$ cat src/rtl/motion_frame_ctrl.sv
// Frame-level controller for the motion-detect compare stage.
// Pops background/current pixel pairs for one frame, applies the
// absolute-difference threshold compare, and pushes one motion bit per
// pixel through a single-entry holding register into the mask FIFO.
module motion_frame_ctrl #(
    parameter int         WIDTH      = 720,
    parameter int         HEIGHT     = 540,
    parameter int         CNT_W      = 20,
    parameter logic [7:0] THRESH_RST = 8'h32
) (
    input  logic             clock,
    input  logic             reset,
    input  logic             start,
    input  logic             abort,
    input  logic             cfg_wr,
    input  logic [7:0]       cfg_thresh,
    output logic [7:0]       thresh,
    input  logic             bg_empty,
    output logic             bg_rd_en,
    input  logic [7:0]       bg_dout,
    input  logic             fr_empty,
    output logic             fr_rd_en,
    input  logic [7:0]       fr_dout,
    input  logic             out_full,
    output logic             out_wr_en,
    output logic             out_din,
    output logic             busy,
    output logic             done,
    output logic [CNT_W-1:0] motion_count
);

    localparam logic [CNT_W-1:0] LAST_PIX = CNT_W'(WIDTH * HEIGHT - 1);

    typedef enum logic [1:0] {
        S_IDLE  = 2'd0,
        S_RUN   = 2'd1,
        S_DRAIN = 2'd2,
        S_DONE  = 2'd3
    } state_t;

    state_t           state_q, state_d;
    logic [7:0]       thresh_q, thresh_d;
    logic [CNT_W-1:0] pix_cnt_q, pix_cnt_d;
    logic [CNT_W-1:0] run_motion_q, run_motion_d;
    logic [CNT_W-1:0] motion_count_q, motion_count_d;
    logic             hold_valid_q, hold_valid_d;
    logic             hold_bit_q, hold_bit_d;

    logic             abort_act;
    logic             pop;
    logic             push;
    logic             cmp_bit;

    // Larger minus smaller, so the result never wraps.
    function automatic logic [7:0] abs_diff(input logic [7:0] a, input logic [7:0] b);
        return (a >= b) ? (a - b) : (b - a);
    endfunction

    // Strictly greater than threshold: diff == thresh is not motion.
    function automatic logic motion_bit(input logic [7:0] a, input logic [7:0] b,
                                        input logic [7:0] t);
        return abs_diff(a, b) > t;
    endfunction

    // Handshake decode: a pop needs both FIFOs non-empty and room in the
    // holding register (empty, or draining into the mask FIFO this cycle).
    // Abort suppresses both pop and push in the cycle it is seen.
    always_comb begin
        abort_act = abort & (state_q != S_IDLE);
        pop       = (state_q == S_RUN) & ~bg_empty & ~fr_empty
                    & (~hold_valid_q | ~out_full) & ~abort_act;
        push      = hold_valid_q & ~out_full & ~abort_act;
        cmp_bit   = motion_bit(bg_dout, fr_dout, thresh_q);
    end

    // Next-state, counter and holding-register update.
    always_comb begin
        state_d        = state_q;
        thresh_d       = thresh_q;
        pix_cnt_d      = pix_cnt_q;
        run_motion_d   = run_motion_q;
        motion_count_d = motion_count_q;
        hold_valid_d   = hold_valid_q;
        hold_bit_d     = hold_bit_q;

        case (state_q)
            S_IDLE: begin
                if (cfg_wr) begin
                    thresh_d = cfg_thresh;
                end
                if (start) begin
                    state_d      = S_RUN;
                    pix_cnt_d    = '0;
                    run_motion_d = '0;
                end
            end
            S_RUN: begin
                if (pop) begin
                    pix_cnt_d = pix_cnt_q + 1'b1;
                    if (cmp_bit) begin
                        run_motion_d = run_motion_q + 1'b1;
                    end
                    if (pix_cnt_q == LAST_PIX) begin
                        state_d = S_DRAIN;
                    end
                end
            end
            S_DRAIN: begin
                if (!hold_valid_q || push) begin
                    state_d = S_DONE;
                end
            end
            S_DONE: begin
                motion_count_d = run_motion_q;
                state_d        = S_IDLE;
            end
            default: state_d = S_IDLE;
        endcase

        // A pop refills the holding register even while it drains.
        if (pop) begin
            hold_valid_d = 1'b1;
            hold_bit_d   = cmp_bit;
        end else if (push) begin
            hold_valid_d = 1'b0;
        end

        // Abort flushes to IDLE, drops the held bit and keeps the last
        // completed frame's motion count.
        if (abort_act) begin
            state_d        = S_IDLE;
            hold_valid_d   = 1'b0;
            motion_count_d = motion_count_q;
        end
    end

    // State and datapath registers with asynchronous active-low reset.
    always_ff @(posedge clock or negedge reset) begin
        if (!reset) begin
            state_q        <= S_IDLE;
            thresh_q       <= THRESH_RST;
            pix_cnt_q      <= '0;
            run_motion_q   <= '0;
            motion_count_q <= '0;
            hold_valid_q   <= 1'b0;
            hold_bit_q     <= 1'b0;
        end else begin
            state_q        <= state_d;
            thresh_q       <= thresh_d;
            pix_cnt_q      <= pix_cnt_d;
            run_motion_q   <= run_motion_d;
            motion_count_q <= motion_count_d;
            hold_valid_q   <= hold_valid_d;
            hold_bit_q     <= hold_bit_d;
        end
    end

    assign thresh       = thresh_q;
    assign bg_rd_en     = pop;
    assign fr_rd_en     = pop;
    assign out_wr_en    = push;
    assign out_din      = hold_bit_q;
    assign busy         = (state_q == S_RUN) || (state_q == S_DRAIN);
    assign done         = (state_q == S_DONE) && !abort_act;
    assign motion_count = motion_count_q;

endmodule

$ cat config.mk
export PLATFORM = sky130hd
export DESIGN_NAME = motion_frame_ctrl
export DESIGN_NICKNAME = d
export VERILOG_FILES = /design/src/rtl/motion_frame_ctrl.sv
export SDC_FILE = /design/constraint.sdc
export NUM_CORES = 1
export LEC_CHECK = 0
export BUFFER_PORTS_ARGS = -buffer_cell sky130_fd_sc_hd__buf_2
export CAP_MARGIN = 15
export CORE_MARGIN = 3
export CORE_UTILIZATION = 35
export DETAILED_ROUTE_END_ITERATION = 10
export GPL_TIMING_DRIVEN = 0
export SETUP_SLACK_MARGIN = 0.1
export SYNTH_ARGS = -nofsm -noshare
export SYNTH_HDL_FRONTEND = slang
export SYNTH_SLANG_ARGS = --single-unit
$ cat constraint.sdc
create_clock -name clock -period 4.2 [get_ports clock]
set_input_delay 0.42 -clock clock [delete_from_list [all_inputs] [get_ports clock]]
set_output_delay 0.42 -clock clock [all_outputs]
set_load 0.02 [all_outputs]
# Word level (Yosys, flattened, before mapping)
# Cells that the tools add are included.
classes:
  magnitude_cmp: 2
  n_mux: 16
  n_addsub: 4
  n_bitwise: 13
  n_reduce_logical: 14
  n_eq_ne: 11
op_table:
  columns: ["cell", "n"]
  rows:
  - ["$mux W20", 4]
  - ["$pmux W20 S2", 2]
  - ["$add A20 B1 Y20 const B", 2]
  - ["$eq A20 B19 Y1 const B", 1]
  - ["$sub A8 B8 Y8", 2]
  - ["$mux W2", 5]
  - ["$ne A3 B3 Y1 const B", 3]
  - ["$ge A8 B8 Y1", 1]
  - ["$gt A8 B8 Y1", 1]
  - ["$mux W8", 1]
  - ["$pmux W2 S4", 1]
  - ["$reduce_and A4 Y1", 2]
  - ["$and A1 B1 Y1", 7]
  - ["$ne A2 B2 Y1 const B", 3]
  - ["$not A1 Y1", 5]
  - ["$eq A2 B2 Y1 const B", 2]
  - ["$reduce_and A2 Y1", 2]
  - ["$reduce_bool A2 Y1", 2]
  - ["$mux W1", 3]
  - ["$ne A3 B2 Y1 const B", 1]
  - ["$reduce_and A3 Y1", 1]
  - ["$reduce_bool A3 Y1", 1]
  - ["$eq A2 B1 Y1 const B", 1]
  - ["$logic_not A1 Y1", 2]
  - ["other kinds (4)", 5]
totals:
  ff_bits: 72
  inputBits: 32
  out_inout_bits: 34
  elab_cells: 67

# Logic depth before layout (Yosys ltp)
# Gate-level depths: netlist (run 1).
logic_depth:
  depth_word: 8
  ltp_mapped: 19
  mapped_depth_nobuf: 17

# Least setup slack after synthesis (run 1)
# No wires, ideal clock.
synth_timing:
  path_kind: "input to register"
  start: "input port bg_dout[0]"
  end: "register run_motion_q[17]"
  setup_time_ns: 0.124
  arrival_ns: 3.548
  setup_slack_ns: 0.528
  required_time_ns: 4.076
  path_buffers: 1
  path_stages: 17
  cell_sequence: "inv_1 > ha_1 > inv_1 > fa_1 > nand3_1 > a31oi_1 > nor2_2 > mux2_1 > a22oi_1 > xnor2_1 > ha_1 > a21oi_1 > o21ai_1 > o22ai_2 > clkbuf_1 > nor3_1 > a211o_1"
synth_via:
  elab_chain_len: 5
  elab_cells_between_ends: 7
  cone_classes: "add/sub: 2; order compare: 2; eq/ne: 1; mux: 1; reduce/logical: 1"
synth_rtl:
  columns: ["item", "line", "text"]
  rows:
  - ["start: declaration", "20", "input logic [7:0] bg_dout,"]
  - ["$sub A8 B8 Y8 / $ge A8 B8 Y1 (equally long branches)", "56", "return (a >= b) ? (a - b) : (b - a);"]
  - ["$mux W8 (*)", "56", null]
  - ["$gt A8 B8 Y1 (*)", "62", "return abs_diff(a, b) > t;"]
  - ["$ne A2 B2 Y1 (no line) (*)", null, null]
  - ["$reduce_and A4 Y1 (no line) (*)", null, null]
  - ["end signal: assignment", "151", "run_motion_q <= run_motion_d;"]
  - ["end: declaration", "44", "logic [CNT_W-1:0] run_motion_q, run_motion_d;"]
# Mark *: on every way between the ends. The rest lies on a longest branch, timed or not.
# A chain may end at the register's enable or synchronous reset.

# Worst setup path in the final report (run 1)
layout_timing:
  start: "input port bg_dout[0]"
  end: "register run_motion_q[18]"
# Same word-level chain as after synthesis.

==> implementation parameters, run 1 <==
Parameter                              Value

Global route
  Initial antenna violation count ... 0
  Residual overflow from global routing ... 0
  Number of global-route vias before repair ... 3,606
  Global-route usage over all layers ... 0.1494
  Pin count of the biggest net entering global routing ... 52
  Global-route wire length before repair ... 17.17 mm

Critical path
  Worst R2R Setup Slack ... 1580 ps
  FF-to-FF End ... run_motion_q[17]
  CP endpoint kind ... flip-flop
  Number of cells on the worst reg-to-reg path ... 10
  Endpoint arrival time on the critical path ... 4050 ps
  Element type at the critical path start ... input pin
  Largest fanout on the critical path ... 9
  Setup Crit Path Kind ... in -> reg
  Start of the worst register-to-register path ... state_q[1]
  Required time at the endpoint of the critical path ... 4410 ps

Routing
  ANT nets after route ... 0
  Sum of routed wire length over all layers ... 10.05 mm
  Number of violations reported at the end of detailed-routing iteration 0 ... 249
  Post-detailed-route DRC marker count ... 0
  First drt pass iteration count ... 4
  Via/cell ratio ... 5.129
  Vias post-DR ... 3,580
  WL/cell ... 14.39 µm

Finish
  Count of inserted antenna diode cells ... 0
  Area Overhead vs Synth ... 20.07%
  Layout Nets ... 588
  Layout cell share with drive strength beyond 1 ... 0.2509

Clocking
  Number of H-tree levels ... 3
  Number of buffers inserted by post-CTS setup repair ... 0
  Clock tree from TritonCTS ... built
  CTS buffer count ... 9
  Buffers from clock root to sink, at most ... 2
  Clock slew at the register clock pins of the worst setup and hold paths ... 60 ps
  Clock network latency to the later pin of the worst-skew pair ... 330 ps
  Total number of clock tree sinks ... 72
  Cell at the root of the clock tree ... sky130_fd_sc_hd__clkbuf_16

Yosys
  Synthesis-stage register bit count ... 72
  Most frequently used flop master after synthesis ... sky130_fd_sc_hd__dfrtp_1
  Number of distinct library cell variants in the gate-level netlist after synthesis ... 60
  Sequential element share of the synthesized area ... 0.4108
  Mapped Avg Cell Area ... 9.833 µm²
  Cell Area, Synth ... 4395 µm²
  Post-synth ARST share ... 1.000
  Total number of yosys warnings ... 0
  Number of instances in the synthesized netlist ... 447
  Count of flip-flops with a built-in enable after synthesis ... 0
  Mapped Nets ... 510

Job
  Max-cap viol count ... 0

Power
  Maximum resistive drop on vdd ... 0.3106 mV
  Static leakage ... 2.567 nW
  Power density over cell area ... 487.4 nW/µm²

Hold path
  Hold Path Class ... in -> reg
  Startpoint of the worst hold path ... cfg_thresh[7]
  Worst hold path endpoint ... thresh[7]
  Worst Hold Depth ... 2

Timing
  Max Clk Rate ... 260.2 MHz
  Setup slack after layout ... 357.5 ps
  Worst Skew ... 4.872 ps
  Slew headroom ... 0.6324
  Final Hold Fails ... 0
  Minimum clock period after layout ... 3842 ps
  Final Max Tran Viols ... 0
  Post-route fraction of the period consumed by the critical path ... 0.9149
  Count of final setup violators ... 0
  Worst-case hold slack ... 319.9 ps
  Setup repair after global routing missed its margin ... false
  Transition time at the pin with the least slew margin ... 551.4 ps

Floorplanning
  Total core area ... 12,160 µm²
  Width of the die ... 118.1 µm
  Starting utilization of the core area ... 0.3614
  Number of top-level design ports ... 66
  Floorplan die height ... 118.1 µm
  Row count ... 40
  Total Die Area ... 13,940 µm²

Run status
  Status ... finished, final reports clean

Place
  Count of input and output buffers ... 65
  Gpl congestion ... 0.8552
  Hpwl dp ... 7.568 mm
  Post-placement setup slack ... -259.2 ps
-- worst max-delay path by stage --
stage / startpoint / to / slack (ps)
6_report: bg_dout[0] / run_motion_q[18] / 360
2_1_floorplan: bg_dout[0] / run_motion_q[17] / 530
3_5_place_dp: bg_dout[0] / run_motion_q[17] / -260
5_1_grt: bg_dout[0] / run_motion_q[18] / 110
3_3_place_gp: bg_dout[0] / run_motion_q[17] / -260
4_1_cts: bg_dout[0] / run_motion_q[17] / 220
-- final cells by class --
type / instances / area [µm²]
inverters: 36 / 135.1
clock buffers: 11 / 232.7
clock inverters: 5 / 56.30
plain buffers: 16 / 80.08
flip-flops and latches: 72 / 1805
multi-input cells: 323 / 2392
fillers: 1178 / 6884
repair buffers: 67 / 365.4
well taps: 168 / 210.2
-- registers in the layout, summed over array words and instances, names as in the netlist --
name          cells
out_din           1
motion_count     20
thresh            8
hold_valid_q      1
pix_cnt_q        20
run_motion_q     20
state_q           2
-- worst max-delay path: stages --
cell and delay (ps):
sky130_fd_sc_hd__buf_2 110, sky130_fd_sc_hd__inv_1 50, sky130_fd_sc_hd__ha_1 170, sky130_fd_sc_hd__inv_1 60, sky130_fd_sc_hd__fa_1 400, sky130_fd_sc_hd__nand3_1 110, sky130_fd_sc_hd__a31oi_1 170, sky130_fd_sc_hd__nor2_4 270
sky130_fd_sc_hd__mux2_1 350, sky130_fd_sc_hd__a22oi_1 170, sky130_fd_sc_hd__xnor2_1 110, sky130_fd_sc_hd__ha_1 300, sky130_fd_sc_hd__nand4_1 230, sky130_fd_sc_hd__a21oi_2 280, sky130_fd_sc_hd__o21ai_2 140, sky130_fd_sc_hd__and2_1 180
sky130_fd_sc_hd__buf_2 160, sky130_fd_sc_hd__a221o_1 370
-- routing by layer --
metal | global-route usage | up-vias | wire, µm
met1 | 0.1876 | 1730 | 4486
met3 | 0.03412 | 11 | 439
met2 | 0.2533 | 88 | 4992
met5 | 0 | - | 0
met4 | 0.04982 | 0 | 127
li1 | - | 1751 | -
-- kinds of logic (layout without fill, tap and decap cells) --
group                    count (synthesis)  count (layout)  synth area share
XOR/XNOR                                24              24           0.04782
flip-flops                              72              72            0.4108
multiplexers                            34              34           0.08568
AND/OR/NAND/NOR                        154             154            0.1862
adder cells (fa/ha/maj)                 31              31           0.09166
buffers and inverters                   52             135           0.04868
AO/OA/AOI/OAI                           80              80            0.1292
-- cell usage in the layout (no fill, tap or decap), drive strengths merged, types with 4 or more instances in the layout --
master and n:
o211a 4, nor4 4, nand2 34, mux2 29, o21ai 21, and2 5, mux2i 5, inv 37
xnor2 8, clkbuf 14, ha 29, nor3 16, nand3 25, xor2 16, a21oi 14, a31oi 11
nand4 11, o22a 10, nor2 29, and3 10, buf 79, dfrtp 69
-- per-stage QoR --
step | power, W | TNS (ps) | std cells | instance area, µm² | utilization
after floorplan | 0.001521 | 0 | 447 | 4395 | -
after global placement | 0.001796 | -2143 | 680 | 4931 | 0.4055
after detailed placement | 0.001824 | -2328 | 681 | 4961 | 0.4079
after CTS | 0.002597 | 0 | 698 | 5261 | 0.4326
after global routing | 0.002752 | 0 | 698 | 5278 | 0.4340
final | 0.002572 | 0 | 698 | 5278 | 0.4340
-- Yosys cell counts, drive strengths merged, types with 13 or more instances --
| cell | number | area, µm² |
|---|---|---|
| nand3 | 25 | 137.6 |
| nor3 | 16 | 85.08 |
| nor2 | 29 | 111.4 |
| o21ai | 21 | 108.9 |
| xor2 | 16 | 140.1 |
| nand2 | 34 | 127.6 |
| buf | 13 | 67.56 |
| ha | 29 | 362.9 |
| a21oi | 14 | 73.82 |
| inv | 36 | 135.1 |
| dfrtp | 69 | 1727 |
| mux2 | 29 | 326.6 |
-- report_power, final --
group	switching [W]	internal (W)
registers	0.0000616	0.000786
logic	0.000615	0.000357
clock network	0.000293	0.000460
total	0.000970	0.00160
-- what timing repair did --
action / in CTS / in global routing
pin swaps: 0 / 0
hold buffers: 1 / 0
cloned: 0 / 0
hold endpoints to repair: 19 / 0
gates resized for setup: 1 / 3
endpoints found under the setup margin: 2 / 16
No activity file was read; power rests on OpenSTA's default activity.
==> run 2: changes to the inputs <==
--- a/config.mk
+++ b/config.mk
@@ -8,9 +8,10 @@
 export BUFFER_PORTS_ARGS = -buffer_cell sky130_fd_sc_hd__buf_2
 export CAP_MARGIN = 15
 export CORE_MARGIN = 3
-export CORE_UTILIZATION = 35
+export CORE_UTILIZATION = 55
 export DETAILED_ROUTE_END_ITERATION = 10
 export GPL_TIMING_DRIVEN = 0
+export PLACE_DENSITY = 0.77
 export SETUP_SLACK_MARGIN = 0.1
 export SYNTH_ARGS = -nofsm -noshare
 export SYNTH_HDL_FRONTEND = slang
==> implementation parameters, run 2 (synthesis results as in run 1) <==
Parameter                              Value

Finish
  Layout cell share with drive strength beyond 1 ... 0.2542
  Most frequent standard cell in the layout excluding fill and tap cells ... sky130_fd_sc_hd__buf_2
  Sequential standard cell area ... 1805 µm²
  Layout Nets ... 589
  Top library cells by usage in the layout, fill and taps aside ... 70 x sky130_fd_sc_hd__buf_2, 69 x sky130_fd_sc_hd__dfrtp_1, 36 x sky130_fd_sc_hd__inv_1
  Fill cell instance count of the final layout ... 596
  Area Overhead vs Synth ... 16.08%
  Count of inserted antenna diode cells ... 0
  Area of the multi-input gates ... 2381 µm²

Floorplanning
  Floorplan die height ... 95.40 µm
  Width of the die ... 95.40 µm
  Total Die Area ... 9100 µm²
  Total core area ... 7486 µm²
  Number of top-level design ports ... 66
  Starting utilization of the core area ... 0.5872
  Row count ... 31

Timing
  Transition time at the pin with the least slew margin ... 540.5 ps
  Slew headroom ... 0.6397
  Final Hold Fails ... 0
  Final Max Tran Viols ... 0
  Worst Skew ... 8.700 ps
  Post-route fraction of the period consumed by the critical path ... 0.9126
  Count of final setup violators ... 0
  Max Clk Rate ... 260.9 MHz
  Minimum clock period after layout ... 3833 ps
  Setup repair after global routing missed its margin ... false
  Worst-case hold slack ... 73.46 ps

Critical path
  Number of cells on the worst reg-to-reg path ... 10
  FF-to-FF End ... run_motion_q[16]
  Required time at the endpoint of the critical path ... 4430 ps
  Setup Crit Path Kind ... in -> reg
  Endpoint arrival time on the critical path ... 4060 ps
  CP endpoint kind ... flip-flop
  Worst R2R Setup Slack ... 1580 ps
  Element type at the critical path start ... input pin
  Start of the worst register-to-register path ... state_q[0]
  Largest fanout on the critical path ... 9

Clocking
  CTS buffer count ... 9
  Clock network latency to the later pin of the worst-skew pair ... 340 ps
  Number of H-tree levels ... 3
  Cell at the root of the clock tree ... sky130_fd_sc_hd__clkbuf_8
  Total number of clock tree sinks ... 72
  Clock tree from TritonCTS ... built
  Buffers from clock root to sink, at most ... 2
  Hold buffer count at CTS ... 0
  Clock slew at the register clock pins of the worst setup and hold paths ... 80 ps

Power
  Static leakage ... 2.532 nW
  Total power of the final layout ... 0.002370 W
  Maximum resistive drop on vdd ... 0.2699 mV
  Power density over cell area ... 464.5 nW/µm²

Routing
  Vias post-DR ... 3,552
  Post-detailed-route DRC marker count ... 0
  First drt pass iteration count ... 4
  ANT nets after route ... 0
  Number of violations reported at the end of detailed-routing iteration 0 ... 176
  WL/cell ... 15.29 µm
  Via/cell ratio ... 5.638
  Sum of routed wire length over all layers ... 9.632 mm

Global route
  Number of global-route vias before repair ... 3,517
  Global-route usage over all layers ... 0.2237
  Global-route wire length before repair ... 16.14 mm
  Initial antenna violation count ... 0
  Residual overflow from global routing ... 0
  Pin count of the biggest net entering global routing ... 73

Job
  Max-cap viol count ... 0

Place
  Gpl congestion ... 0.8168
  Hpwl dp ... 7.000 mm
  Count of input and output buffers ... 65

Hold path
  Hold Path Class ... in -> async

Run status
  Status ... finished, final reports clean
-- run 2: stage by stage --
stage,utilization,cell area (µm²),cells,worst slack (ps),TNS [ps]
floorplan,-,4395,447,527.8,0
global placement,0.6472,4845,611,-166.0,-1212
detailed placement,0.6512,4875,612,-179.3,-1409
CTS,0.6788,5081,628,171.1,0
global route,0.6816,5102,630,124.7,0
finish,0.6816,5102,630,366.9,0
-- run 2: per-layer routing --
layer / track usage / up-vias / part of all wire
li1: - / 1762 / -
met1: 0.2964 / 1703 / 0.46
met2: 0.3773 / 79 / 0.49
met3: 0.04893 / 8 / 0.043
met4: 0.04976 / 0 / 0.0063
met5: 0 / - / 0
-- run 2: what timing repair did --
item	in CTS	in global routing
buffers inserted	0	2
endpoints found under the setup margin	0	14
hold endpoints to repair	0	0
gates resized for setup	0	3
-- run 2: power breakdown --
part	internal, W	switching [W]
Sequential	0.000784	0.0000683
Combinational	0.000347	0.000596
Clock	0.000308	0.000266
-- run 2: final cells by class --
type / count / area share
Multi-Input combinational cell: 323 / 0.4666
Clock inverter: 4 / 0.01005
Buffer: 16 / 0.01569
Tap cell: 99 / 0.02428
Timing Repair Buffer: 68 / 0.07258
Sequential cell: 72 / 0.3538
Inverter: 36 / 0.02648
Clock buffer: 12 / 0.03041
-- run 2: worst max path at each step --
| stage | start | to | slack, ps | cells past startpoint |
|---|---|---|---|---|
| after floorplan | bg_dout[0] | run_motion_q[17] | 530 | 17 |
| after global placement | bg_dout[0] | run_motion_q[17] | -170 | 18 |
| after CTS | bg_dout[0] | run_motion_q[17] | 170 | 18 |
| after global routing | bg_dout[0] | run_motion_q[11] | 120 | 17 |
| final | bg_dout[0] | run_motion_q[11] | 370 | 17 |
| after detailed placement | bg_dout[0] | run_motion_q[17] | -180 | 18 |
-- run 2: critical path, stage by stage --
cell and delay, ps:
sky130_fd_sc_hd__buf_2 110, sky130_fd_sc_hd__inv_1 50, sky130_fd_sc_hd__ha_1 160, sky130_fd_sc_hd__inv_1 60, sky130_fd_sc_hd__fa_1 420, sky130_fd_sc_hd__nand3_1 120
sky130_fd_sc_hd__a31oi_1 180, sky130_fd_sc_hd__nor2_4 240, sky130_fd_sc_hd__mux2_1 350, sky130_fd_sc_hd__a22oi_1 190, sky130_fd_sc_hd__xnor2_1 100, sky130_fd_sc_hd__ha_1 300
sky130_fd_sc_hd__nand4_1 190, sky130_fd_sc_hd__a21oi_1 280, sky130_fd_sc_hd__o22ai_2 210, sky130_fd_sc_hd__or2_1 310, sky130_fd_sc_hd__o41ai_1 380
==> run 3: changes to the inputs <==
--- a/config.mk
+++ b/config.mk
@@ -6,7 +6,7 @@
 export NUM_CORES = 1
 export LEC_CHECK = 0
 export BUFFER_PORTS_ARGS = -buffer_cell sky130_fd_sc_hd__buf_2
-export CAP_MARGIN = 15
+export CAP_MARGIN = 20
 export CORE_MARGIN = 3
 export CORE_UTILIZATION = 55
 export DETAILED_ROUTE_END_ITERATION = 10
==> constraint.sdc (replaced) <==
create_clock -name clock -period 4.9 [get_ports clock]
set_input_delay 0.49 -clock clock [delete_from_list [all_inputs] [get_ports clock]]
set_output_delay 0.49 -clock clock [all_outputs]
set_load 0.02 [all_outputs]
==> implementation parameters, run 3 (synthesis results as in run 1) <==
Parameter                              Value

Run status
  Status ... finished, final reports clean

Clocking
  Count of cells resized by post-cts repair ... 0
  Number of buffers inserted by post-CTS setup repair ... 0
  Total number of clock tree sinks ... 72
  Cell at the root of the clock tree ... sky130_fd_sc_hd__clkbuf_8
  Hold buffer count at CTS ... 0
  Buffers from clock root to sink, at most ... 2
  Clock slew at the register clock pins of the worst setup and hold paths ... 80 ps
  Number of H-tree levels ... 3
  CTS buffer count ... 9
  Clock tree from TritonCTS ... built
  Clock network latency to the later pin of the worst-skew pair ... 340 ps

Critical path
  Number of cells on the worst reg-to-reg path ... 10
  Total number of cells along the worst setup path ... 18
  Start of the worst register-to-register path ... state_q[0]
  FF-to-FF End ... run_motion_q[17]
  CP endpoint kind ... flip-flop
  Critical Path Slowest Stage Cell ... sky130_fd_sc_hd__clkbuf_1
  Element type at the critical path start ... input pin
  Required time at the endpoint of the critical path ... 5130 ps
  Largest fanout on the critical path ... 10
  Largest delay contributor family on the critical path ... compound AO/OA/AOI/OAI gates
  Worst R2R Setup Slack ... 2280 ps
  Max stage delay on crit path ... 430 ps
  Crit path buf inv count ... 4
  Chain of cells forming the critical path ... buf_2 > inv_1 > ha_1 > inv_1 > fa_1 > nand3_1 > a31oi_1 > nor2_2 > mux2_1 > a22oi_1 > xnor2_1 > ha_1 > a21oi_1 > o21ai_1 > o22ai_2 > clkbuf_1 > nor3_1 > a211o_1
  Setup Crit Path Kind ... in -> reg
  Endpoint arrival time on the critical path ... 4390 ps

Floorplanning
  Total Die Area ... 9100 µm²
  Floorplan die height ... 95.40 µm
  Width of the die ... 95.40 µm
  Row count ... 31
  Starting utilization of the core area ... 0.5872
  Total core area ... 7486 µm²
  Number of top-level design ports ... 66

Timing
  Max Clk Rate ... 240.3 MHz
  Worst-case hold slack ... 142.1 ps
  Minimum clock period after layout ... 4162 ps
  Worst Skew ... 8.747 ps
  Slew headroom ... 0.6415
  Count of final setup violators ... 0
  Post-route fraction of the period consumed by the critical path ... 0.8493
  Total negative setup slack ... 0 ps
  Setup repair after global routing missed its margin ... false
  Final Max Tran Viols ... 0
  Final Hold Fails ... 0
  Transition time at the pin with the least slew margin ... 537.8 ps

Routing
  Via/cell ratio ... 5.674
  First drt pass iteration count ... 5
  Post-detailed-route DRC marker count ... 0
  Sum of routed wire length over all layers ... 9.607 mm
  ANT nets after route ... 0
  Vias post-DR ... 3,563
  WL/cell ... 15.30 µm
  Number of violations reported at the end of detailed-routing iteration 0 ... 164

Global route
  Number of global-route vias before repair ... 3,517
  GR peak layer ... met2
  Initial antenna violation count ... 0
  Pin count of the biggest net entering global routing ... 73
  Met3 layer usage reported by global route ... 0.04893
  Global-route wire length before repair ... 16.14 mm
  Global routing usage on met2 ... 0.3773
  Global-route usage over all layers ... 0.2237
  Residual overflow from global routing ... 0
  Global-route met1 utilization ... 0.2964

Finish
  Layout cell share with drive strength beyond 1 ... 0.2495
  Top library cells by usage in the layout, fill and taps aside ... 70 x sky130_fd_sc_hd__buf_2, 69 x sky130_fd_sc_hd__dfrtp_1, 36 x sky130_fd_sc_hd__inv_1
  Count of inserted antenna diode cells ... 0
  Area Overhead vs Synth ... 15.60%
  Share of the core filled with cells ... 0.6788
  Post-layout instance area ... 5081 µm²
  Layout Nets ... 587
  Most frequent standard cell in the layout excluding fill and tap cells ... sky130_fd_sc_hd__buf_2

Place
  Hpwl dp ... 7.000 mm
  Cell area after placement ... 4875 µm²
  Count of input and output buffers ... 65
  Gpl congestion ... 0.8168

Power
  Maximum resistive drop on vdd ... 0.2320 mV
  Power density over cell area ... 398.7 nW/µm²
  Total power of the final layout ... 0.002026 W
  Static leakage ... 2.517 nW

Job
  Max-cap viol count ... 0

Hold path
  Hold Path Class ... in -> async
-- run 3: layout make-up --
| type | instances | area [µm²] |
|---|---|---|
| plain buffers | 16 | 78.83 |
| clock buffers | 12 | 155.1 |
| clock inverters | 4 | 51.30 |
| fillers | 596 | 2405 |
| inverters | 36 | 135.1 |
| multi-input cells | 323 | 2376 |
| flip-flops and latches | 72 | 1805 |
| well taps | 99 | 123.9 |
| repair buffers | 66 | 355.3 |
-- run 3: how the worst max path moves through the flow --
stage	slack [ps]	from	to
finish	740	bg_dout[0]	run_motion_q[17]
global route	500	bg_dout[0]	run_motion_q[16]
CTS	800	bg_dout[0]	run_motion_q[17]
detailed placement	450	bg_dout[0]	run_motion_q[17]
global placement	460	bg_dout[0]	run_motion_q[17]
floorplan	1160	bg_dout[0]	run_motion_q[17]
-- run 3: per-stage QoR --
step / setup WS [ps] / std cells
after detailed placement: 450.7 / 612
after global placement: 464.0 / 611
final: 738.2 / 628
after CTS: 801.1 / 628
after global routing: 503.3 / 628
after floorplan: 1158 / 447
-- run 3: power breakdown --
part | internal [W] | total, W | switching [W]
sequential | 0.000672 | 0.000731 | 0.0000587
clock | 0.000264 | 0.000494 | 0.000230
combinational | 0.000293 | 0.000801 | 0.000508
-- run 3: layer usage --
layer | wire [µm] | vias to the layer above
li1 | - | 1757
met1 | 4380 | 1703
met2 | 4690 | 95
met3 | 476 | 8
met4 | 61 | 0
met5 | 0 | -
-- run 3: worst register-to-register path: stages, from the launching register on --
cell                      delay, ps
sky130_fd_sc_hd__dfrtp_1        410
sky130_fd_sc_hd__inv_1          110
sky130_fd_sc_hd__ha_1           140
sky130_fd_sc_hd__buf_2          200
sky130_fd_sc_hd__nor2_1          80
sky130_fd_sc_hd__a21oi_2        370
sky130_fd_sc_hd__or2_1          170
sky130_fd_sc_hd__buf_2          220
sky130_fd_sc_hd__buf_1          450
sky130_fd_sc_hd__nor3_1         120
sky130_fd_sc_hd__a211o_1        240
